$ cat src/rtl/mem_access_if.sv
`default_nettype none
// ============================================================================
// Module      : mem_access_if
// Description : Request/response handshake and data-memory bus of the MEM
//               stage load/store unit.
// Revision    : 1.0 - initial release
// ============================================================================
interface mem_access_if;
  logic        req_valid;
  logic        req_ready;
  logic        req_write;
  logic [1:0]  req_size;
  logic        req_signed;
  logic [31:0] req_addr;
  logic [31:0] req_wdata;
  logic        resp_valid;
  logic        resp_err;
  logic [31:0] resp_data;
  logic [31:0] dm_addr;
  logic [31:0] dm_wdata;
  logic        dm_MemRead;
  logic        dm_MemWrite;
  logic [31:0] dm_rdata;

  // Load/store unit side
  modport slave (
    input  req_valid, req_write, req_size, req_signed, req_addr, req_wdata, dm_rdata,
    output req_ready, resp_valid, resp_err, resp_data,
    output dm_addr, dm_wdata, dm_MemRead, dm_MemWrite
  );

  // Pipeline (requester) side
  modport master (
    output req_valid, req_write, req_size, req_signed, req_addr, req_wdata,
    input  req_ready, resp_valid, resp_err, resp_data
  );

  // Data memory side
  modport memory (
    input  dm_addr, dm_wdata, dm_MemRead, dm_MemWrite,
    output dm_rdata
  );
endinterface
`default_nettype wire

$ cat src/rtl/mem_access_unit.sv
`default_nettype none
// ============================================================================
// Module      : mem_access_unit
// Description : Load/store front end for a 256-byte big-endian data memory.
//               Issues word-aligned accesses, turns sub-word stores into a
//               read-modify-write and extends sub-word loads.
// Revision    : 1.0 - initial release
// ============================================================================
module mem_access_unit #(
  parameter int unsigned DM_BYTES = 256
) (
  input  logic         clk,
  input  logic         rst_n,
  mem_access_if.slave  bus
);

  localparam logic [2:0] S_IDLE   = 3'd0;
  localparam logic [2:0] S_LOAD   = 3'd1;
  localparam logic [2:0] S_WRITE  = 3'd2;
  localparam logic [2:0] S_RMW_RD = 3'd3;
  localparam logic [2:0] S_RMW_WR = 3'd4;
  localparam logic [2:0] S_DONE   = 3'd5;

  localparam logic [31:0] c_dm_limit = DM_BYTES;

  logic [2:0]  r_state;
  logic [1:0]  r_size;
  logic [1:0]  r_offset;
  logic        r_signed;
  logic [15:0] r_sdata;
  logic [31:0] r_dm_addr;
  logic [31:0] r_dm_wdata;
  logic [31:0] r_resp_data;
  logic        r_resp_err;

  logic        w_accept;
  logic        w_err;
  logic [7:0]  w_byte;
  logic [15:0] w_half;
  logic [31:0] w_load_val;
  logic [31:0] w_merge;

  assign w_accept = bus.req_valid && (r_state == S_IDLE);

  // Request legality: size encoding, natural alignment and memory range
  always_comb begin
    w_err = 1'b0;
    case (bus.req_size)
      2'b00:   w_err = 1'b0;
      2'b01:   w_err = bus.req_addr[0];
      2'b10:   w_err = (bus.req_addr[1:0] != 2'b00);
      default: w_err = 1'b1;
    endcase
    if (bus.req_addr >= c_dm_limit) begin
      w_err = 1'b1;
    end
  end

  // Big-endian lane extraction and sign/zero extension of the read word
  always_comb begin
    w_byte     = 8'h00;
    w_half     = r_offset[1] ? bus.dm_rdata[15:0] : bus.dm_rdata[31:16];
    w_load_val = bus.dm_rdata;
    case (r_offset)
      2'd0:    w_byte = bus.dm_rdata[31:24];
      2'd1:    w_byte = bus.dm_rdata[23:16];
      2'd2:    w_byte = bus.dm_rdata[15:8];
      default: w_byte = bus.dm_rdata[7:0];
    endcase
    case (r_size)
      2'b00:   w_load_val = {{24{r_signed & w_byte[7]}}, w_byte};
      2'b01:   w_load_val = {{16{r_signed & w_half[15]}}, w_half};
      default: w_load_val = bus.dm_rdata;
    endcase
  end

  // Replace the target lane of the read word with the store data
  always_comb begin
    w_merge = bus.dm_rdata;
    if (r_size == 2'b00) begin
      case (r_offset)
        2'd0:    w_merge[31:24] = r_sdata[7:0];
        2'd1:    w_merge[23:16] = r_sdata[7:0];
        2'd2:    w_merge[15:8]  = r_sdata[7:0];
        default: w_merge[7:0]   = r_sdata[7:0];
      endcase
    end else if (r_offset[1]) begin
      w_merge[15:0] = r_sdata;
    end else begin
      w_merge[31:16] = r_sdata;
    end
  end

  // Access sequencer: captures the request, then walks the memory strobes
  always_ff @(posedge clk or negedge rst_n) begin
    if (!rst_n) begin
      r_state     <= S_IDLE;
      r_size      <= 2'b00;
      r_offset    <= 2'b00;
      r_signed    <= 1'b0;
      r_sdata     <= 16'h0000;
      r_dm_addr   <= 32'h0;
      r_dm_wdata  <= 32'h0;
      r_resp_data <= 32'h0;
      r_resp_err  <= 1'b0;
    end else begin
      case (r_state)
        S_IDLE: begin
          if (w_accept) begin
            r_resp_data <= 32'h0;
            r_resp_err  <= w_err;
            r_size      <= bus.req_size;
            r_offset    <= bus.req_addr[1:0];
            r_signed    <= bus.req_signed;
            r_sdata     <= bus.req_wdata[15:0];
            r_dm_addr   <= {bus.req_addr[31:2], 2'b00};
            if (w_err) begin
              r_state <= S_DONE;
            end else if (!bus.req_write) begin
              r_state <= S_LOAD;
            end else if (bus.req_size == 2'b10) begin
              r_dm_wdata <= bus.req_wdata;
              r_state    <= S_WRITE;
            end else begin
              r_state <= S_RMW_RD;
            end
          end
        end
        S_LOAD: begin
          r_resp_data <= w_load_val;
          r_state     <= S_DONE;
        end
        S_RMW_RD: begin
          r_dm_wdata <= w_merge;
          r_state    <= S_RMW_WR;
        end
        S_WRITE, S_RMW_WR: r_state <= S_DONE;
        S_DONE:            r_state <= S_IDLE;
        default:           r_state <= S_IDLE;
      endcase
    end
  end

  // Strobes and handshakes decode from the registered state only
  assign bus.req_ready   = (r_state == S_IDLE);
  assign bus.resp_valid  = (r_state == S_DONE);
  assign bus.resp_err    = r_resp_err;
  assign bus.resp_data   = r_resp_data;
  assign bus.dm_addr     = r_dm_addr;
  assign bus.dm_wdata    = r_dm_wdata;
  assign bus.dm_MemRead  = (r_state == S_LOAD) || (r_state == S_RMW_RD);
  assign bus.dm_MemWrite = (r_state == S_WRITE) || (r_state == S_RMW_WR);

endmodule
`default_nettype wire

$ cat src/flat_wrapper.sv
// flat-port wrapper written by rule: the top's interface ports become plain ports
module mem_access_unit_flat 
#(
  parameter int unsigned DM_BYTES = 256
)
  (clk, rst_n, bus_req_valid, bus_req_write, bus_req_size, bus_req_signed, bus_req_addr, bus_req_wdata, bus_dm_rdata, bus_req_ready, bus_resp_valid, bus_resp_err, bus_resp_data, bus_dm_addr, bus_dm_wdata, bus_dm_MemRead, bus_dm_MemWrite);
  mem_access_if bus_i ();
  input  logic clk;
  input  logic rst_n;
  input wire logic [$bits(bus_i.req_valid)-1:0] bus_req_valid;
  input wire logic [$bits(bus_i.req_write)-1:0] bus_req_write;
  input wire logic [$bits(bus_i.req_size)-1:0] bus_req_size;
  input wire logic [$bits(bus_i.req_signed)-1:0] bus_req_signed;
  input wire logic [$bits(bus_i.req_addr)-1:0] bus_req_addr;
  input wire logic [$bits(bus_i.req_wdata)-1:0] bus_req_wdata;
  input wire logic [$bits(bus_i.dm_rdata)-1:0] bus_dm_rdata;
  output wire logic [$bits(bus_i.req_ready)-1:0] bus_req_ready;
  output wire logic [$bits(bus_i.resp_valid)-1:0] bus_resp_valid;
  output wire logic [$bits(bus_i.resp_err)-1:0] bus_resp_err;
  output wire logic [$bits(bus_i.resp_data)-1:0] bus_resp_data;
  output wire logic [$bits(bus_i.dm_addr)-1:0] bus_dm_addr;
  output wire logic [$bits(bus_i.dm_wdata)-1:0] bus_dm_wdata;
  output wire logic [$bits(bus_i.dm_MemRead)-1:0] bus_dm_MemRead;
  output wire logic [$bits(bus_i.dm_MemWrite)-1:0] bus_dm_MemWrite;
  assign bus_i.req_valid = bus_req_valid;
  assign bus_i.req_write = bus_req_write;
  assign bus_i.req_size = bus_req_size;
  assign bus_i.req_signed = bus_req_signed;
  assign bus_i.req_addr = bus_req_addr;
  assign bus_i.req_wdata = bus_req_wdata;
  assign bus_i.dm_rdata = bus_dm_rdata;
  assign bus_req_ready = bus_i.req_ready;
  assign bus_resp_valid = bus_i.resp_valid;
  assign bus_resp_err = bus_i.resp_err;
  assign bus_resp_data = bus_i.resp_data;
  assign bus_dm_addr = bus_i.dm_addr;
  assign bus_dm_wdata = bus_i.dm_wdata;
  assign bus_dm_MemRead = bus_i.dm_MemRead;
  assign bus_dm_MemWrite = bus_i.dm_MemWrite;
  mem_access_unit #(.DM_BYTES(DM_BYTES)) u_core (.clk(clk), .rst_n(rst_n), .bus(bus_i));
endmodule
$ cat config.mk
export PLATFORM = sky130hd
export DESIGN_NAME = mem_access_unit_flat
export DESIGN_NICKNAME = d
export VERILOG_FILES = /design/src/rtl/mem_access_if.sv /design/src/rtl/mem_access_unit.sv /design/src/flat_wrapper.sv
export SDC_FILE = /design/constraint.sdc
export NUM_CORES = 1
export LEC_CHECK = 0
export ABC_AREA = 0
export BUFFER_PORTS_ARGS = -buffer_cell sky130_fd_sc_hd__buf_4
export CORE_MARGIN = 4
export CORE_UTILIZATION = 30
export CTS_CLUSTER_DIAMETER = 30
export DETAILED_ROUTE_END_ITERATION = 8
export MAX_ROUTING_LAYER = met4
export PLACE_DENSITY = 0.52
export SLEW_MARGIN = 20
export SYNTH_ARGS = -nofsm -noshare
export SYNTH_HDL_FRONTEND = slang
export SYNTH_SLANG_ARGS = --single-unit
$ cat constraint.sdc
create_clock -name clk -period 1.9 [get_ports clk]
set_clock_uncertainty 0.2 [all_clocks]
set_input_delay 0.095 -clock clk [delete_from_list [all_inputs] [get_ports clk]]
set_output_delay 0.095 -clock clk [all_outputs]
set_load 0.03 [all_outputs]
; Yosys cells after proc, flatten, opt, wreduce, memory -nomap -nowiden
; Index checks and enable logic that the tools add are counted.
[word_totals]
regBits = 119
in_bits = 103
output_inout_bits = 101
elab_cells = 65
[classes]
n_lt_le_gt_ge = 1
n_eq_ne = 14
mux = 24
bitwise_logic = 2
reduce_logical = 15
[op_table]
columns = op, n
row1 = 2-to-1 mux 32 bit, 6
row2 = one-hot mux 32 bit (2 select lines), 3
row3 = 2-to-1 mux 16 bit, 3
row4 = greater-or-equal comparator 32 x 9 -> 1 bit (second input constant), 1
row5 = 2-to-1 mux 8 bit, 4
row6 = one-hot mux 8 bit (3 select lines), 1
row7 = 2-to-1 mux 3 bit, 3
row8 = one-hot mux 3 bit (3 select lines), 1
row9 = equality test 2 x 1 -> 1 bit (second input constant), 3
row10 = equality test 3 x 2 -> 1 bit (second input constant), 2
row11 = equality test 3 bit (second input constant), 2
row12 = logical NOT 2 bit, 3
row13 = nonzero test 2 bit, 3
row14 = OR reduction 3 bit, 2
row15 = AND reduction 5 bit, 1
row16 = equality test 2 bit (second input constant), 2
row17 = inequality test 2 x 1 -> 1 bit (second input constant), 2
row18 = inequality test 2 bit (second input constant), 2
row19 = AND reduction 2 bit, 2
row20 = equality test 3 x 1 -> 1 bit (second input constant), 1
row21 = logical NOT 3 bit, 1
row22 = one-hot mux 1 bit (3 select lines), 1
row23 = AND 1 bit, 2
row24 = logical OR 1 bit, 2
row25 = other kinds (2), 3

; Depth between registers and ports, before layout
; Gate-level depths: netlist of run 1.
[logic_depth]
ltp_word = 6
mapped_depth = 7
ltp_nobuf = 4

; Worst setup path before layout of run 1
; OpenSTA, ideal clock, no wires.
[synth_timing]
path_kind = flip-flop to flip-flop
start = reg u_core.r_state[1]
end = reg u_core.r_dm_addr[10] (netlist: u_core.bus.dm_addr[10])
setup_time_ns = 0.117
t_arrival_ns = 2.069
required_time_ns = 1.583
setup_slack_ns = -0.485
stages_incl_launch_ff = 8
path_buffers = 3
synth_period_minus_slack_ns = 2.385
cell_sequence = dfrtp_1 -> buf_2 -> nor3_1 -> nand2_1 -> clkbuf_1 -> clkbuf_1 -> nand2_1 -> nand2_1
[synth_via]
elab_chain_cells = 3
[synth_rtl]
columns = item, line_no
row1 = from (decl), mem_access_unit.sv:26  ; logic [2:0] r_state;
row2 = from (signal assigned), mem_access_unit.sv:97  ; r_state <= S_IDLE;
row3 = from (signal assigned), mem_access_unit.sv:118  ; r_state <= S_DONE;
row4 = from (signal assigned), mem_access_unit.sv:120  ; r_state <= S_LOAD;
row5 = logical NOT 3 bit (*), --
row6 = via bus_req_ready, flat_wrapper.sv:17  ; output wire logic [$bits(bus_i.req_ready)-1:0] bus_req_ready;
row7 = logical AND 1 bit, mem_access_unit.sv:43  ; assign w_accept = bus.req_valid && (r_state == S_IDLE);
row8 = AND reduction 2 bit (no source line) (*), --
row9 = to (signal assigned), mem_access_unit.sv:116  ; r_dm_addr <= {bus.req_addr[31:2], 2'b00};
row10 = to (decl), mem_access_unit.sv:31  ; logic [31:0] r_dm_addr;
; Mark *: on every way through the listed nets, which the timed path passes. The rest lies on a longest branch.
; A chain may end at the register's enable or synchronous reset.

; Final worst setup path of run 1
[layout_timing]
start = reg u_core.r_offset[1]
end = reg u_core.r_resp_data[21] (netlist: u_core.bus.resp_data[21])
[layout_via]
elab_chain_cells = 5
elab_cells_between_ends = 9
classes_between = eq/ne: 2 / mux: 4 / bitwise: 2 / reduce/logical: 1
[layout_rtl]
columns = item, line_no
row1 = from (decl), mem_access_unit.sv:28  ; logic [1:0] r_offset;
row2 = from (signal assigned), mem_access_unit.sv:113  ; r_offset <= bus.req_addr[1:0];
row3 = "equality test 2 bit, or another cell as far along", mem_access_unit.sv:64  ; case (r_offset)
row4 = one-hot mux 8 bit (3 select lines), mem_access_unit.sv:64
row5 = AND 1 bit, mem_access_unit.sv:71  ; 2'b00: w_load_val = {{24{r_signed & w_byte[7]}}, w_byte};
row6 = one-hot mux 32 bit (2 select lines) (*), mem_access_unit.sv:70  ; case (r_size)
row7 = one-hot mux 32 bit (2 select lines) (*), mem_access_unit.sv:107  ; case (r_state)
row8 = to (signal assigned), mem_access_unit.sv:130  ; r_resp_data <= w_load_val;
row9 = to (decl), mem_access_unit.sv:33  ; logic [31:0] r_resp_data;
; Mark *: on every way between the ends. The rest lies on a longest branch, timed or not.

==> results of run 1 <==
[final cells by class]
class                      count  area share
clock buffer                  24     0.04869
clock inverter                 8     0.01177
inverter                       6    0.002230
multi-input combinational    484      0.3013
sequential                   119      0.2948
tap                          270     0.03345
timing repair buffer         354      0.3077
[layer usage]
metal  share of wire  vias up  global-route usage
li1                -     3054                   -
met1            0.43     3149              0.2747
met2            0.49      233              0.3490
met3           0.060       38             0.04428
met4           0.018        0             0.06482
met5               0        -                   -
[synth_stat cells (2+ instances only)]
cell type / instances / area [um^2]
o22ai_1: 2 / 12.51
o211ai_1: 17 / 127.6
o311ai_1: 19 / 166.4
nand2_1: 168 / 630.6
a31oi_1: 5 / 31.28
mux2i_1: 24 / 240.2
a22oi_1: 4 / 30.03
nand2_2: 3 / 18.77
nand2b_1: 2 / 12.51
and3_1: 34 / 212.7
o21ai_1: 2 / 10.01
inv_1: 6 / 22.52
buf_1: 2 / 7.510
buf_4: 3 / 22.52
a221o_1: 16 / 160.2
nor2_1: 15 / 56.30
o311ai_0: 8 / 70.07
or3_1: 7 / 43.79
buf_6: 4 / 45.04
and2_1: 2 / 12.51
o22a_1: 8 / 70.07
nor3_1: 10 / 50.05
buf_2: 12 / 60.06
o31ai_1: 12 / 90.09
o221ai_1: 11 / 96.34
dfrtp_1: 119 / 2978
nand3_1: 46 / 230.2
o21ai_0: 20 / 100.1
nor2b_1: 9 / 56.30
a21oi_1: 12 / 60.06
nor4_1: 7 / 43.79
clkbuf_1: 42 / 157.7
[worst max-delay path, stage by stage, from the launching register on]
cell,delay [ns]
dfrtp_1,0.41
mux4_2,0.55
nand2_2,0.11
a2111oi_4,0.08
buf_4,0.18
a221o_1,0.27
[flip-flops by register name, indices dropped and copies added (netlist names)]
register and flops:
u_core.bus.resp_err 1, u_core.bus.resp_data 32, u_core.bus.dm_addr 30, u_core.r_size 2, u_core.r_state 3, u_core.r_sdata 16, u_core.bus.dm_wdata 32, u_core.r_offset 2
u_core.r_signed 1
[power breakdown]
group | internal [mW] | switching [mW]
clock | 2.19 | 1.19
combinational | 2.80 | 3.94
sequential | 3.34 | 0.605
total | 8.33 | 5.74
[cell families (layout without fill, tap and decap cells)]
group / count (synthesis) / in the layout / synth area share
AOI/OAI and AO/OA: 144 / 144 / 0.1815
xor gates and xnor gates: 1 / 1 / 0.001422
buffers and inverters: 70 / 392 / 0.05198
DFF: 119 / 119 / 0.4832
muxes: 27 / 27 / 0.04690
other: 1 / 2 / 0.0006086
and+or+nand+nor: 310 / 310 / 0.2343
[how the worst min path moves through the flow]
stage               slack [ns]  cells after the start  startpoint                        to
global route              0.07                      3       rst_n  u_core.bus.resp_data[14]
detailed placement       -0.08                      2       rst_n  u_core.bus.resp_data[17]
floorplan                -0.40                      0       rst_n    u_core.bus.dm_addr[10]
finish                    0.04                      3       rst_n   u_core.bus.resp_data[7]
global placement         -0.08                      2       rst_n  u_core.bus.resp_data[16]
CTS                       0.03                      3       rst_n  u_core.bus.resp_data[14]
[per-stage QoR]
stage	hold WS, ns	instances	setup slack (ns)	power (mW)
2_1_floorplan	-0.4006	673	-0.02576	7.752
3_3_place_gp	-0.07677	1125	-0.2690	10.18
3_5_place_dp	-0.07792	1125	-0.3094	10.22
4_1_cts	0.02825	1262	0.0005782	13.90
5_1_grt	0.06775	1265	-0.08460	14.83
6_report	0.03613	1265	-0.02619	14.07
[what timing repair did]
action                                  in CTS  in global routing
gates resized for setup                     11                 29
cloned                                       0                  1
endpoints found under the setup margin      42                 61
setup buffers                                3                  2
pin swaps                                    1                  7
hold endpoints to repair                   236                  0
hold buffers                               102                  0
==> metrics.md, run 1 <==
| Metric | Value |
|---|---|
| Pwr/cell area | around 1400 mW/mm^2 |
| Area Growth Syn to Fin | 63.90% |
| DP Area | slightly above 0.008 mm^2 |
| H-tree levels | 4 |
| Die Wd | roughly 150 um |
| VDD IR max | around 0.87 mV |
| IO buf count | 201 |
| Synthesized area | roughly 0.0062 mm^2 |
| Fin util | 0.4991 |
| Pre-Repair DR Iteration Count | 5 |
| FF-to-FF path depth | 5 |
| Total grt overflow | 0 |
| Clock net sink count | around 120 |
| Synthesis-stage register bit count | roughly 120 |
| Die area | 0.02290 mm^2 |
| Total GRT Usage | 0.2161 |
| Worst hold path type | input pin to async pin |
| Setup TNS Final | -0.1132 ns |
| Vias in the first global route | 6638 |
| Status | finished with violations |
| WP data arrival | 2.03 ns |
| Area of the multi-input gates | just over 0.003 mm^2 |
| CTS max path bufs | 2 |
| Largest net degree at the start of global routing | a little under 70 |
| Register Area | 0.002978 mm^2 |
| CP Launch Type | flop |
| Detailed placer's ending HPWL | between 15 and 20 mm |
| Final ANT Viol Nets | 0 |
| Hold Vio Cnt, Final | 0 |
| Share of synthesized area occupied by flip-flops and latches | 0.4832 |
| DRT iter0 DRCs | approximately 470 |
| Setup CP Type | flop to flop |
| Share of cells above drive strength 1 | 0.3226 |
| Failing checks | setup timing |
| PnR worst setup slack | -0.02619 ns |
| Post-DR vias/cell | just over 5 |
| Critical Path Start | u_core.r_offset[1] |
| Critical Path Fanout Max | 9 |
| Die height | approximately 150 um |
| Clk Latency, worst-skew pair | around 0.43 ns |
| DRT Wirelength | between 20 and 25 mm |
| Post-layout min period | a little under 2 ns |
| Unrepaired setup endpoints after global routing | true |
| Initial antenna violation count | 0 |
| CTS buffer count | 17 |
| Commonest non-fill, non-tap cell in the layout | buf_4 |
| NumNets Final | approximately 1100 |
| Wire length per cell | around 19 um |
| Asr flop ratio synth | 1.000 |
| Number of flops mapped to enable cells by yosys | 0 |
| Main synth FF type | dfrtp_1 |
| Yosys cell types | between 50 and 60 |
| # setup viols final | 9 |
| Fin. max-slew vios | 0 |
| Gpl congestion | 0.8683 |
| Via Count | 6474 |
| Most frequent cells in the layout | buf_4, nand2_1, dfrtp_1 |
| Fillers | approximately 1900 |
| Initial Util | 0.3045 |
| CP endpoint | u_core.bus.resp_data[21] |
| DRC | 0 |
| Fmax achieved | between 0.5 and 0.6 GHz |
| Max cap viols | 0 |
| Avg Cell Area, Syn | between 9 and 10 um^2 |
| Worst EP required | between 2 and 2.5 ns |
| Antenna diodes | 0 |
| CTS root buf | clkbuf_16 |
| Reg-to-reg critical path endpoint | u_core.bus.resp_data[21] |
| Worst Setup End Kind | flop |
| # IOs | just over 200 |
| Leakage | between 4 and 5 nW |
| Fin area | 0.01010 mm^2 |
| TritonCTS clock tree | built |
| Flop-to-flop setup slack | -0.03 ns |
| Syn Inst Count | approximately 670 |
| R2R Path Start | u_core.r_offset[1] |
| Clock-pin slew on the worst setup and hold paths | approximately 0.060 ns |
| Slew @ Worst Pin | ~0.67 ns |
| Core Box Area | 0.02023 mm^2 |
| Headroom to the max-slew limit | 0.5514 |
| # rows | 52 |
| Synthesis Warnings | 0 |
| First-pass GRT wire length | between 30 and 40 mm |
| Final worst path period share | 1.014 |
Note: power is estimated with default switching activity, not from simulation.
==> run 2, diff against run 1 <==
MAX_ROUTING_LAYER = default   (was met4)
==> run 2 against run 1 <==
Compared with the run above: the flow still finishes with violations (setup timing); die area stayed put; first-iteration DRC count is 15% lower; sequential share of layout area hardly changed; largest cell class unchanged.
==> metrics.md, run 2 (synthesis results as in run 1) <==
| Metric | Value |
|---|---|
| R2R Path Start | u_core.r_offset[1] |
| Slowest cell delay on critical path | between 0.5 and 0.6 ns |
| Core Box Area | between 0.02 and 0.025 mm^2 |
| Worst EP required | roughly 2.0 ns |
| Clock power share | 0.240 |
| Flop-to-flop setup slack | -0.02 ns |
| Failing checks | setup timing |
| Reg power frac | 0.280 |
| Leakage | ~5 nW |
| Unrepaired setup endpoints after global routing | true |
| Sw Pwr | around 5.7 mW |
| Post-layout min period | ~1.9 ns |
| # rows | 52 |
| VDD IR max | 0.8645 mV |
| Setup CP Type | flop to flop |
| DRT iter0 DRCs | around 400 |
| DRT Wirelength | roughly 24 mm |
| Post-DR vias/cell | 5.144 |
| Fin util | 0.4997 |
| Total grt overflow | 0 |
| Fin. max-slew vios | 0 |
| Final ANT Viol Nets | 0 |
| Sw Ratio | 0.4064 |
| Total GRT Usage | 0.2101 |
| Area Growth Syn to Fin | 64.08% |
| Vias in the first global route | 6621 |
| Worst Setup End Kind | flop |
| CP Launch Type | flop |
| CTS max path bufs | 2 |
| CTS root buf | clkbuf_16 |
| First-pass GRT wire length | 36.71 mm |
| Worst hold path type | input pin to async pin |
| # IOs | 204 |
| Critical Path Fanout Max | 9 |
| Largest net degree at the start of global routing | between 60 and 70 |
| Fin area | roughly 0.01 mm^2 |
| Cell Int Power | roughly 8.3 mW |
| Reg-to-reg critical path endpoint | u_core.bus.resp_data[21] |
| H-tree levels | 4 |
| PnR worst setup slack | -0.01597 ns |
| WP data arrival | just over 2 ns |
| Clk Latency, worst-skew pair | approximately 0.43 ns |
| Clock-pin slew on the worst setup and hold paths | about 0.060 ns |
| Detailed placer's ending HPWL | 16.85 mm |
| TritonCTS clock tree | built |
| Via Count | between 6000 and 7000 |
| CP cell instances | mux4_2 > nand2_2 > a2111oi_4 > buf_4 > a221o_1 |
| Headroom to the max-slew limit | 0.5504 |
| Most frequent cells in the layout | buf_4, nand2_1, dfrtp_1 |
| Slew @ Worst Pin | 0.6737 ns |
| DRC | 0 |
| Die area | approximately 0.023 mm^2 |
| # setup viols final | 7 |
| CP max-delay cell | mux4_2 |
| Initial Util | 0.3045 |
| Gpl congestion | 0.8546 |
| Pre-Repair DR Iteration Count | 5 |
| Initial antenna violation count | 0 |
| Final worst path period share | 1.008 |
| Die Wd | 151.3 um |
| Fmax achieved | between 0.5 and 0.6 GHz |
| DP Area | about 0.0082 mm^2 |
| NumNets Final | ~1100 |
| Share of cells above drive strength 1 | 0.3246 |
| Hold Vio Cnt, Final | 0 |
| Clock net sink count | approximately 120 |
| Die height | between 150 and 200 um |
| IO buf count | 201 |
| Commonest non-fill, non-tap cell in the layout | buf_4 |
| Max cap viols | 0 |
| Status | finished with violations |
| CTS buffer count | 17 |
| FF-to-FF path depth | 5 |
| Pwr Total | 14.05 mW |
| Antenna diodes | 0 |
| Wire length per cell | approximately 19 um |
| Pwr/cell area | 1390 mW/mm^2 |
| Setup TNS Final | -0.03170 ns |
| Comb pwr share | 0.480 |
==> run 2: cell counts in the layout (fill, tap and decap cells not counted) <==
No cell type changed its count.
==> run 2: worst max-delay path, delay by kind of cell (launching register included) <==
family,cells,cell delay (ns)
buffers and inverters,1,0.18
AO/OA/AOI/OAI,2,0.35
multiplexers,1,0.55
AND/OR/NAND/NOR,1,0.11
flip-flops,1,0.41
==> run 2: layout make-up <==
| type | instances | area, um^2 |
|---|---|---|
| tap | 270 | 337.8 |
| clock buffer | 24 | 491.7 |
| sequential | 119 | 2978 |
| inverter | 6 | 22.52 |
| fill | 1912 | 10120 |
| clock inverter | 8 | 118.9 |
| multi-input combinational | 484 | 3054 |
| timing repair buffer | 354 | 3108 |
==> run 2: power by group through the flow <==
stage          registers (mW)  logic, mW  clock network, mW
2_1_floorplan            4.88       2.87                  0
3_3_place_gp             3.95       6.23                  0
3_5_place_dp             3.93       6.28                  0
4_1_cts                  3.92       6.55               3.43
5_1_grt                  4.05       7.26               3.54
6_report                 3.94       6.75               3.37
==> run 2: how the worst max path moves through the flow <==
stage	from	end	slack (ns)	cells past startpoint
floorplan	u_core.r_state[2]	u_core.bus.resp_data[16]	-0.03	7
global placement	u_core.r_offset[1]	u_core.bus.resp_data[20]	-0.27	4
detailed placement	u_core.r_offset[1]	u_core.bus.resp_data[29]	-0.31	4
CTS	u_core.r_offset[1]	u_core.bus.resp_data[21]	0.0006	5
global route	u_core.r_offset[1]	u_core.bus.resp_data[21]	-0.08	5
finish	u_core.r_offset[1]	u_core.bus.resp_data[21]	-0.02	5
==> run 2: per-stage QoR <==
stage | hold slack, ns | setup WS, ns | instances
finish | 0.04498 | -0.01597 | 1265
global route | 0.06681 | -0.08209 | 1265
CTS | 0.02825 | 0.0005782 | 1262
detailed placement | -0.07792 | -0.3094 | 1125
global placement | -0.07677 | -0.2690 | 1125
floorplan | -0.4006 | -0.02576 | 673
==> run 2: routing by layer <==
metal / wire length, um / up-vias / GRT usage
met5: 0 / - / 0
met4: 515 / 0 / 0.06618
met3: 1717 / 47 / 0.05625
met2: 11750 / 251 / 0.3476
met1: 10290 / 3156 / 0.2677
li1: - / 3053 / -
==> run 2: timing repair <==
| action | CTS | global route |
|---|---|---|
| endpoints found under the hold margin | 236 | 0 |
| cloned | 0 | 1 |
| resized for setup | 11 | 31 |
| buffers inserted | 3 | 2 |
| setup endpoints to repair | 42 | 61 |
| pin swaps | 1 | 7 |
| hold buffers | 102 | 0 |
==> run 3, diff against run 2 <==
SKIP_CTS_REPAIR_TIMING = 1   (was default)
SKIP_LAST_GASP = 1   (was default)
==> run 3 against run 2 <==
Compared with the run above: maximum frequency shrank 0.70%; hold slack got worse by 0.047 ns; first-iteration DRC count increased by 4.5%; largest cell class unchanged; the flow finishes with violations (hold timing, setup timing); register-to-register slack hardly changed; final cell count shrank 0.24%; flip-flop and latch count stayed put; total power shrank 0.48%; final area is 0.42% lower; critical endpoint is now u_core.bus.dm_wdata[13]; core utilization shrank 0.21 points; clock power about the same.
==> metrics.md, run 3 (synthesis results as in run 1) <==
| Metric | Value |
|---|---|
| Vias in the first global route | slightly above 6000 |
| Die area | 0.02290 mm^2 |
| Gpl congestion | between 0.8 and 0.9 |
| Pre-Repair DR Iteration Count | 5 |
| Hold EP | u_core.bus.dm_wdata[17] |
| CTS root buf | clkbuf_16 |
| Hold slack | -0.002288 ns |
| TritonCTS clock tree | built |
| Flop-to-flop setup slack | -0.03 ns |
| Die Wd | roughly 150 um |
| Critical Path Fanout Max | 32 |
| Fin util | 0.4976 |
| Setup CP Type | flop to flop |
| Hold Crit Depth | 4 |
| Total GRT Usage | 0.2024 |
| Finished Layout Cells | approximately 1300 |
| DRT iter0 DRCs | 416 |
| Most frequent cells in the layout | buf_4, nand2_1, dfrtp_1 |
| Antenna diodes | 0 |
| CTS buffer count | 17 |
| Share of cells above drive strength 1 | 0.3216 |
| DRC | 0 |
| Fin area | a little over 0.01 mm^2 |
| Clock-pin slew on the worst setup and hold paths | 0.05 ns |
| Clock net sink count | 119 |
| Hold path startpoint | bus_req_wdata[17] |
| Largest net degree at the start of global routing | 68 |
| DRT Wirelength | around 24 mm |
| Initial antenna violation count | 0 |
| # rows | 52 |
| Status | finished with violations |
| # setup viols final | 1 |
| Fin. max-slew vios | 0 |
| Post-layout min period | roughly 1.9 ns |
| IO buf count | around 200 |
| Pwr/cell area | roughly 1400 mW/mm^2 |
| First-pass GRT wire length | roughly 35 mm |
| CTS max path bufs | 2 |
| Fmax achieved | approximately 0.52 GHz |
| Initial Util | 0.3045 |
| H-tree levels | 4 |
| # IOs | 204 |
| Unrepaired setup endpoints after global routing | true |
| Die height | 151.3 um |
| VDD IR max | 0.8600 mV |
| Setup TNS Final | -0.02946 ns |
| Worst EP required | about 2 ns |
| Detailed placer's ending HPWL | 16.85 mm |
| Failing checks | hold timing, setup timing |
| Max cap viols | 0 |
| Via Count | approximately 6500 |
| PnR worst setup slack | -0.02946 ns |
| Wire length per cell | between 15 and 20 um |
| Area Growth Syn to Fin | 63.39% |
| Total grt overflow | 0 |
| Leakage | around 5 nW |
| Final ANT Viol Nets | 0 |
| Core Box Area | 0.02023 mm^2 |
| Worst Setup End Kind | flop |
| CP Launch Type | flop |
| WP data arrival | 2.02 ns |
| Final worst path period share | 1.016 |
| DP Area | slightly above 0.008 mm^2 |
| Placed Cells | 1125 |
| Post-DR vias/cell | about 5.1 |
| Commonest non-fill, non-tap cell in the layout | buf_4 |
| Fillers | 1923 |
| Hold Vio Cnt, Final | 1 |
| NumNets Final | around 1100 |
| FF-to-FF path depth | 6 |
| Reg-to-reg critical path endpoint | u_core.bus.dm_wdata[13] |
| Worst hold path type | input pin to flop |
| R2R Path Start | u_core.r_state[1] |
| Clk Latency, worst-skew pair | 0.43 ns |
## run 3: per-stage QoR
| stage | total power, mW | hold slack, ns | worst slack, ns |
|---|---|---|---|
| after global placement | 10.18 | -0.07677 | -0.2690 |
| after floorplan | 7.752 | -0.4006 | -0.02576 |
| after global routing | 14.78 | 0.006307 | -0.07775 |
| after detailed placement | 10.22 | -0.07792 | -0.3094 |
| final | 13.99 | -0.002288 | -0.02946 |
| after CTS | 13.62 | -0.5452 | -0.3464 |
## run 3: final cells by class
type | count | area (um^2) | area share
clock inverters | 8 | 118.9 | 0.01181
inverters | 6 | 22.52 | 0.002237
clock buffers | 24 | 491.7 | 0.04884
repair buffers | 351 | 3077 | 0.3056
well taps | 270 | 337.8 | 0.03355
flip-flops and latches | 119 | 2979 | 0.2959
multi-input cells | 484 | 3042 | 0.3021
## run 3: worst max-delay path by stage
stage	to	slack [ns]	from	depth (start not counted)
finish	u_core.bus.dm_wdata[13]	-0.03	u_core.r_state[1]	6
global route	u_core.bus.dm_wdata[10]	-0.08	u_core.r_state[1]	6
CTS	u_core.bus.resp_data[21]	-0.35	u_core.r_offset[1]	4
detailed placement	u_core.bus.resp_data[29]	-0.31	u_core.r_offset[1]	4
global placement	u_core.bus.resp_data[20]	-0.27	u_core.r_offset[1]	4
floorplan	u_core.bus.resp_data[16]	-0.03	u_core.r_state[2]	7
## run 3: power by group
| part | total, mW | switching [mW] | internal (mW) |
|---|---|---|---|
| Combinational | 6.68 | 3.91 | 2.77 |
| Clock | 3.37 | 1.18 | 2.19 |
| Sequential | 3.94 | 0.595 | 3.34 |
| Total | 14.0 | 5.69 | 8.30 |
## run 3: per-layer routing
layer / up-vias / track usage / share of wire
met3: 41 / 0.06493 / 0.070
li1: 3054 / - / -
met2: 260 / 0.3252 / 0.49
met1: 3128 / 0.2574 / 0.42
met5: - / 0 / 0
met4: 0 / 0.06845 / 0.021
## run 3: worst max-delay path, cell delays in order (launching register included)
cell and delay (ns):
dfrtp_1 0.43, nor4b_4 0.33, buf_4 0.17, nand2_2 0.06, buf_12 0.17, o311ai_0 0.32, nand3_1 0.13
